## src/rtl/btn_cond_pkg.sv

```systemverilog
// Shared definitions for the push-button conditioner: channel FSM states,
// 100 MHz default timing constants and the counter width helper.
package btn_cond_pkg;

  typedef enum logic [2:0] {
    IDLE       = 3'd0,
    DB_PRESS   = 3'd1,
    PRESSED    = 3'd2,
    HELD       = 3'd3,
    DB_RELEASE = 3'd4
  } btn_state_t;

  localparam int unsigned DEF_DB_CYCLES     = 1_000_000;   // 10 ms
  localparam int unsigned DEF_LONG_CYCLES   = 50_000_000;  // 500 ms
  localparam int unsigned DEF_REPEAT_CYCLES = 10_000_000;  // 100 ms

  // One counter width covers every terminal value, so all counters share it.
  function automatic int unsigned cnt_width(input int unsigned a,
                                            input int unsigned b,
                                            input int unsigned c);
    int unsigned m;
    m = a;
    if (b > m) m = b;
    if (c > m) m = c;
    return (m < 2) ? 1 : $clog2(m);
  endfunction

endpackage

```

## src/rtl/btn_cond_ch.sv

```systemverilog
// Single button channel: two-flop synchronizer, debounce/classify FSM and counters.
// Periodic auto-repeat in HELD is built only when BTN_AUTO_REPEAT_EN is defined.
module btn_cond_ch
  import btn_cond_pkg::*;
#(
  parameter int unsigned DB_CYCLES     = DEF_DB_CYCLES,
  parameter int unsigned LONG_CYCLES   = DEF_LONG_CYCLES,
  parameter int unsigned REPEAT_CYCLES = DEF_REPEAT_CYCLES
) (
  input  logic clk,
  input  logic reset_n,
  input  logic raw,
  output logic level,
  output logic pe,
  output logic ne,
  output logic long_p,
  output logic rpt
);

  localparam int unsigned CW = cnt_width(DB_CYCLES, LONG_CYCLES, REPEAT_CYCLES);
  localparam logic [CW-1:0] DB_LAST   = CW'(DB_CYCLES - 1);
  localparam logic [CW-1:0] LONG_LAST = CW'(LONG_CYCLES - 1);
`ifdef BTN_AUTO_REPEAT_EN
  localparam logic [CW-1:0] RPT_LAST  = CW'(REPEAT_CYCLES - 1);
  logic [CW-1:0] rpt_cnt;
`endif

  logic          s1, s2;
  btn_state_t    state;
  logic [CW-1:0] db_cnt;
  logic [CW-1:0] hold_cnt;
  logic          was_held;

  always_ff @(posedge clk or negedge reset_n) begin
    if (!reset_n) begin
      s1 <= 1'b0;
      s2 <= 1'b0;
    end else begin
      s1 <= raw;
      s2 <= s1;
    end
  end

  always_ff @(posedge clk or negedge reset_n) begin
    if (!reset_n) begin
      state    <= IDLE;
      db_cnt   <= '0;
      hold_cnt <= '0;
      was_held <= 1'b0;
      level    <= 1'b0;
      pe       <= 1'b0;
      ne       <= 1'b0;
      long_p   <= 1'b0;
      rpt      <= 1'b0;
`ifdef BTN_AUTO_REPEAT_EN
      rpt_cnt  <= '0;
`endif
    end else begin
      pe     <= 1'b0;
      ne     <= 1'b0;
      long_p <= 1'b0;
      rpt    <= 1'b0;
      unique case (state)
        IDLE: begin
          if (s2) begin
            state  <= DB_PRESS;
            db_cnt <= '0;
          end
        end
        DB_PRESS: begin
          if (!s2) begin
            state <= IDLE;
          end else if (db_cnt == DB_LAST) begin
            state    <= PRESSED;
            pe       <= 1'b1;
            rpt      <= 1'b1;
            level    <= 1'b1;
            hold_cnt <= '0;
            was_held <= 1'b0;
          end else begin
            db_cnt <= db_cnt + CW'(1);
          end
        end
        PRESSED: begin
          if (!s2) begin
            state  <= DB_RELEASE;
            db_cnt <= '0;
          end else if (hold_cnt == LONG_LAST) begin
            state    <= HELD;
            long_p   <= 1'b1;
            was_held <= 1'b1;
`ifdef BTN_AUTO_REPEAT_EN
            rpt_cnt  <= '0;
`endif
          end else begin
            hold_cnt <= hold_cnt + CW'(1);
          end
        end
        HELD: begin
          if (!s2) begin
            state  <= DB_RELEASE;
            db_cnt <= '0;
          end
`ifdef BTN_AUTO_REPEAT_EN
          else if (rpt_cnt == RPT_LAST) begin
            rpt     <= 1'b1;
            rpt_cnt <= '0;
          end else begin
            rpt_cnt <= rpt_cnt + CW'(1);
          end
`endif
        end
        DB_RELEASE: begin
          // Bounce during release resumes the prior state with its counters intact.
          if (s2) begin
            state <= was_held ? HELD : PRESSED;
          end else if (db_cnt == DB_LAST) begin
            state <= IDLE;
            ne    <= 1'b1;
            level <= 1'b0;
          end else begin
            db_cnt <= db_cnt + CW'(1);
          end
        end
        default: state <= IDLE;
      endcase
    end
  end

endmodule

```

## src/rtl/btn_conditioner.sv

```systemverilog
// Multi-channel push-button conditioner: one independent btn_cond_ch per button.
// Define BTN_AUTO_REPEAT_EN to enable periodic btn_rpt pulses while a button is held.
module btn_conditioner
  import btn_cond_pkg::*;
#(
  parameter int unsigned N_BTN         = 4,
  parameter int unsigned DB_CYCLES     = DEF_DB_CYCLES,
  parameter int unsigned LONG_CYCLES   = DEF_LONG_CYCLES,
  parameter int unsigned REPEAT_CYCLES = DEF_REPEAT_CYCLES
) (
  input  logic             clk,
  input  logic             reset_n,
  input  logic [N_BTN-1:0] btn_raw,
  output logic [N_BTN-1:0] btn_level,
  output logic [N_BTN-1:0] btn_pe,
  output logic [N_BTN-1:0] btn_ne,
  output logic [N_BTN-1:0] btn_long,
  output logic [N_BTN-1:0] btn_rpt
);

  for (genvar i = 0; i < N_BTN; i++) begin : g_ch
    btn_cond_ch #(
      .DB_CYCLES    (DB_CYCLES),
      .LONG_CYCLES  (LONG_CYCLES),
      .REPEAT_CYCLES(REPEAT_CYCLES)
    ) u_ch (
      .clk    (clk),
      .reset_n(reset_n),
      .raw    (btn_raw[i]),
      .level  (btn_level[i]),
      .pe     (btn_pe[i]),
      .ne     (btn_ne[i]),
      .long_p (btn_long[i]),
      .rpt    (btn_rpt[i])
    );
  end

endmodule

```

## config.mk

```make
export PLATFORM = sky130hd
export DESIGN_NAME = btn_conditioner
export DESIGN_NICKNAME = d
export VERILOG_FILES = /design/src/rtl/btn_cond_pkg.sv /design/src/rtl/btn_cond_ch.sv /design/src/rtl/btn_conditioner.sv
export SDC_FILE = /design/constraint.sdc
export NUM_CORES = 1
export LEC_CHECK = 0
export BUFFER_PORTS_ARGS = -buffer_cell sky130_fd_sc_hd__clkbuf_2
export CORE_UTILIZATION = 45
export DETAILED_ROUTE_END_ITERATION = 7
export GPL_ROUTABILITY_DRIVEN = 0
export GPL_TIMING_DRIVEN = 0
export RECOVER_POWER = 100
export SLEW_MARGIN = 20
export SYNTH_ARGS = -nofsm -noshare
export SYNTH_HDL_FRONTEND = slang
export SYNTH_SLANG_ARGS = --single-unit
```

## constraint.sdc

```tcl
create_clock -name clk -period 2.6 [get_ports clk]
set_input_delay 0.13 -clock clk [delete_from_list [all_inputs] [get_ports clk]]
set_output_delay 0.13 -clock clk [all_outputs]
set_load 0.02 [all_outputs]
```

======== Word level (Yosys, flattened, before mapping) ========
Index checks and enable logic that the tools add are counted.
word-level totals
  register bits after elaboration ......... 248
  word-level logic and storage cells ...... 316
operators by class
  $add $sub $neg .......................... 8
  equality and inequality tests ........... 76
  mux-type cells .......................... 152
  reductions and logical operators ........ 40
operators by type and width
  cell                                                                count
  26-bit 2-to-1 mux                                                   36
  26-bit one-hot mux with 4 select lines                              4
  26-bit by 1-bit adder with 26-bit output (second input constant)    8
  26-bit one-hot mux with 2 select lines                              4
  26-bit by 20-bit == test with 1-bit output (second input constant)  4
  26-bit == test (second input constant)                              4
  5-bit AND reduction                                                 20
  3-bit 2-to-1 mux                                                    32
  1-bit 2-to-1 mux                                                    64
  3-bit one-hot mux with 5 select lines                               4
  2-bit by 1-bit != test with 1-bit output (second input constant)    24
  2-bit != test (second input constant)                               16
  3-bit by 2-bit == test with 1-bit output (second input constant)    8
  3-bit != test (second input constant)                               8
  1-bit one-hot mux with 2 select lines                               8
  2-bit nonzero test                                                  8
  4-bit nonzero test                                                  4
  3-bit by 1-bit == test with 1-bit output (second input constant)    4
  3-bit == test (second input constant)                               4
  3-bit logical NOT                                                   4
  3-bit by 1-bit != test with 1-bit output (second input constant)    4
  2-bit OR reduction                                                  4

======== Depth between registers and ports, before layout ========
  depth in word-level cells ............... 4
  depth in mapped cells ................... 10
  mapped depth without buffers ............ 8

======== By module ========
A second synthesis with hierarchy kept.
unflattened totals
  cells, all modules ...................... 1,642
  area total of the unflattened synthesis .. 14,737.9 um^2
by module, submodules not included
  module                           instances  cells an instance  area an instance (um^2)
  btn_cond_ch at g_ch[1].u_ch ...  2          411                3,669.8
  btn_cond_ch at g_ch[3].u_ch      1          408                3,713.6
  btn_cond_ch at g_ch[0].u_ch      1          412                3,684.8

======== Worst setup path before layout ========
Ideal clock, no wire load.
  path kind ............................... register -> register
  start ................................... reg g_ch[1].u_ch.db_cnt[0]
  end ..................................... reg g_ch[1].u_ch.db_cnt[16]
  setup time .............................. 132 ps
  arrival ................................. 2,184 ps
  path slack .............................. 284 ps
  cell stages (with the launch flop) ...... 10
  buffers on the path ..................... 1
  clock period less this slack ............ 2,316 ps
  cells stage by stage .................... dfrtp_1 ha_1 or4b_1 nor3_2 a21oi_1 o311a_1 buf_2 and3b_1 xnor2_1 nor2_1
between the ends
  word-level cells in the longest chain between the ends .. 4
RTL lines
  what                                                                                                    line                                   source
  start, declared                                                                                         btn_cond_ch.sv:30                      logic [CW-1:0] db_cnt;
  start signal, assigned                                                                                  btn_cond_ch.sv:81                      db_cnt <= db_cnt + CW'(1);
  start signal, assigned                                                                                  btn_cond_ch.sv:122                     db_cnt <= db_cnt + CW'(1);
  26-bit by 1-bit adder with 26-bit output or 26-bit by 20-bit == test with 1-bit output (tied branches)  n/a
  26-bit 2-to-1 mux *                                                                                     btn_cond_ch.sv:73, btn_cond_ch.sv:117
  26-bit 2-to-1 mux, on equally long branches                                                             btn_cond_ch.sv:115, btn_cond_ch.sv:71
  26-bit one-hot mux with 4 select lines *                                                                btn_cond_ch.sv:63                      unique case (state)
Every way passes the cells marked *; elsewhere a longest branch is shown, timed or not. The select of a mux whose other input is x is not followed.
A chain may end at the register's enable or synchronous reset.

======== Worst setup path after layout ========
  start ................................... reg g_ch[1].u_ch.db_cnt[1]
  end ..................................... reg g_ch[1].u_ch.db_cnt[16]
The elaborated chain is that of the path after synthesis.

==> key figures <==
Global route
  • Vias in the first global route: 10,530
  • Pin count of the biggest net entering global routing: 88
  • Initial antenna violation count: 0
  • Total GRT Usage: 0.1969
  • Met2 Usage GRT: 0.3102
  • Grt total ovfl: 0
  • Met1 GRT Util: 0.2863
  • Gr busiest metal: met2
  • First-pass GRT wire length: 51,230 µm
  • GRT met3 Usage: 0.02437

Power and ir drop
  • Power Density: 563.3 nW/µm²
  • Total power: ~8700 µW
  • Peak supply drop: 536.7 µV
  • Pleak: 0.006530 µW

Yosys
  • Number of flops mapped to enable cells by yosys: 0
  • Leading area contributor after synthesis: dfrtp_1
  • Synthesized Nets: 1,492
  • Top FF cell, synth: dfrtp_1
  • Synth unique cells: 84
  • Sequential area share after synthesis: 0.4625
  • Mapped Area: around 13,000 µm²
  • Avg Inst Size Synth: 9.078 µm²
  • Ys async rst share: 1.000
  • Synth Instances: 1,478
  • #FFs+latches synth: 248
  • Area fraction of the dominant cell type after synthesis: 0.4625
  • Synth top area cells: dfrtp_1 46%, nor2_1 6.0%, xnor2_1 4.3%
  • Yosys warns: 0

Final layout
  • Ant. Diodes: 0
  • Nets: 1,569
  • Area Overhead vs Synth: 15.10%
  • Core Util, Final: 0.5323
  • Most common cell after layout, fill and taps aside: dfrtp_1
  • Most frequent cells in the layout: 248 x dfrtp_1, 208 x nor2_1, 127 x nand2_1
  • Share of layout cells above drive strength 1: 0.1110
  • Fillers: 2,744
  • Design Area, Final: 15,440 µm²

Route
  • Vias per std cell: 5.581
  • DRT antenna net count: 0
  • DRC: 0
  • Final WL: between 20,000 and 30,000 µm
  • WL/cell: 15.11 µm
  • First-pass detailed-route iteration total: 4
  • 1st-iter DRT viols: 706
  • DR vias: 10,950

Clock tree
  • Clk root buf: clkbuf_16
  • CTS Buf Count: 29
  • Clk sinks: 248
  • CTS max path bufs: 3
  • Clock-pin slew of the registers on the worst-case setup and hold paths: 60 ps
  • Clk_lat worst skew: 540 ps
  • CTS tree: yes
  • H-tree Lvls: 1

Die
  • Die ar.: 30,510 µm²
  • Vert. Die Dim: 174.7 µm
  • Core ar.: 29,010 µm²
  • Io pins: 26
  • Row count: 62
  • Die Wd: 174.7 µm
  • Initial core utilization: 0.4625

STA
  • Fin. Hold Viols: 0
  • Slew headroom: -0.3831
  • Worst slew pin tran: 2071 ps
  • Final Skew: 11.94 ps
  • Post-Route Setup TNS: 0 ps
  • Final setup violation count: 0
  • Final Max Tran Viols: 41
  • Unrepaired setup endpoints after global routing: yes
  • Final min period: 2508 ps
  • Max Fclk: 398.8 MHz
  • Final worst path period share: 0.9645

Placed design
  • Cell Area, Placed: 14,130 µm²
  • Buffers on Ports: 25
  • Post-detail-place hpwl: between 15,000 and 20,000 µm

Hold path
  • Hold Crit Class: in -> reg
  • Worst Hold Path Cells: 2

Setup path
  • Setup CP Type: reg -> reg
  • Req. time, crit path: 3010 ps
  • Crit path arrival time: 2920 ps
  • Worst Setup End Kind: flip-flop
  • Setup crit start kind: flip-flop
  • R2R depth: 9
  • Worst Path Max Fanout: 9

Outcome
  • Failing checks: capacitance limit, slew limit
  • Status: complete, but fails checks

Run
  • Max-cap check violation count: 1
-- sequential cells by signal, indices dropped and copies added (netlist names) --
register,cells
g_ch.u_ch.db_cnt,104
g_ch.u_ch.ne,4
g_ch.u_ch.pe,3
g_ch.u_ch.level,4
g_ch.u_ch.long_p,4
g_ch.u_ch.s1,4
g_ch.u_ch.hold_cnt,104
g_ch.u_ch.s2,4
g_ch.u_ch.state,12
g_ch.u_ch.was_held,4
g_ch.u_ch.rpt,1
-- what timing repair did --
action                                  4_1_cts  5_1_grt
endpoints found under the setup margin       75      138
gates resized for setup                      12       46
hold endpoints to repair                    182        0
gates cloned                                  0        1
pin swaps                                     3       14
hold buffers                                  5        0
setup buffers                                 2       11
-- layer usage --
| layer | routed length (µm) | share of wire |
|---|---|---|
| met1 | 14790 | 0.50 |
| met2 | 13330 | 0.45 |
| met3 | 866 | 0.029 |
| met4 | 649 | 0.022 |
| met5 | 0 | 0 |
-- synthesized netlist by cell type, types with 16 or more instances --
cell type  number
nand4_1        58
nor4_1         30
and3_1         36
nor2_1        213
inv_1          30
nor4b_1        16
nand2_1       127
a21oi_1        37
dfrtp_1       248
xnor2_1        66
or3_1          29
clkbuf_1       37
nor3_1         45
xor2_1         60
o21ai_0       114
nand3_1        65
buf_4          21
-- area by class of cell --
class,instances,area [µm²],area share
sequential,248,6206,0.4018
tap,384,480.5,0.03111
timing repair buffer,47,357.8,0.02317
multi-input combinational,1126,6933,0.4489
buffer,73,394.1,0.02552
clock inverter,16,143.9,0.009317
clock buffer,37,815.8,0.05282
inverter,30,112.6,0.007292
-- worst paths after layout --
kind | startpoint | to | slack, ps
min reg2reg | g_ch[1].u_ch.s1 | g_ch[1].u_ch.s2 | 350
min in group asynchronous | reset_n | g_ch[3].u_ch.db_cnt[17] | 750
max reg2reg | g_ch[1].u_ch.db_cnt[1] | g_ch[1].u_ch.db_cnt[16] | 90
max in group asynchronous | reset_n | g_ch[1].u_ch.hold_cnt[5] | 390
max | g_ch[1].u_ch.db_cnt[1] | g_ch[1].u_ch.db_cnt[16] | 90
min | btn_raw[3] | g_ch[3].u_ch.s1 | 230
-- kinds of logic (layout without fill, tap and decap cells) --
logic type | count (synthesis) | count (layout) | synth area share
multiplexers | 3 | 3 | 0.002331
AND/OR/NAND/NOR | 735 | 735 | 0.2892
AO/OA/AOI/OAI | 253 | 254 | 0.1193
XOR/XNOR | 126 | 126 | 0.08224
flip-flops | 248 | 248 | 0.4625
buffers and inverters | 105 | 203 | 0.03702
adder cells (fa/ha/maj) | 8 | 8 | 0.007460
-- critical path, stage by stage (launching register included) --
cell	delay [ps]
dfrtp_1	400
ha_4	170
or4b_4	480
nor3_4	290
a21oi_2	110
o311a_1	350
buf_4	180
and3b_1	200
xnor2_1	130
nor2_1	60
-- through the flow --
step                      std cells  hold slack (ps)  setup slack (ps)
after CTS                      1949            92.00             2.517
after detailed placement       1891            95.17            -293.1
after global routing           1961            229.3            -20.00
after global placement         1887            239.1             -3889
final                          1961            232.0             92.32
after floorplan                1478           -165.6             283.7
-- where the power goes --
group / internal [µW] / switching [µW]
Combinational: 204 / 443
Sequential: 3930 / 77.7
Clock: 2410 / 1640
Power figures use the tool's default switching activity.
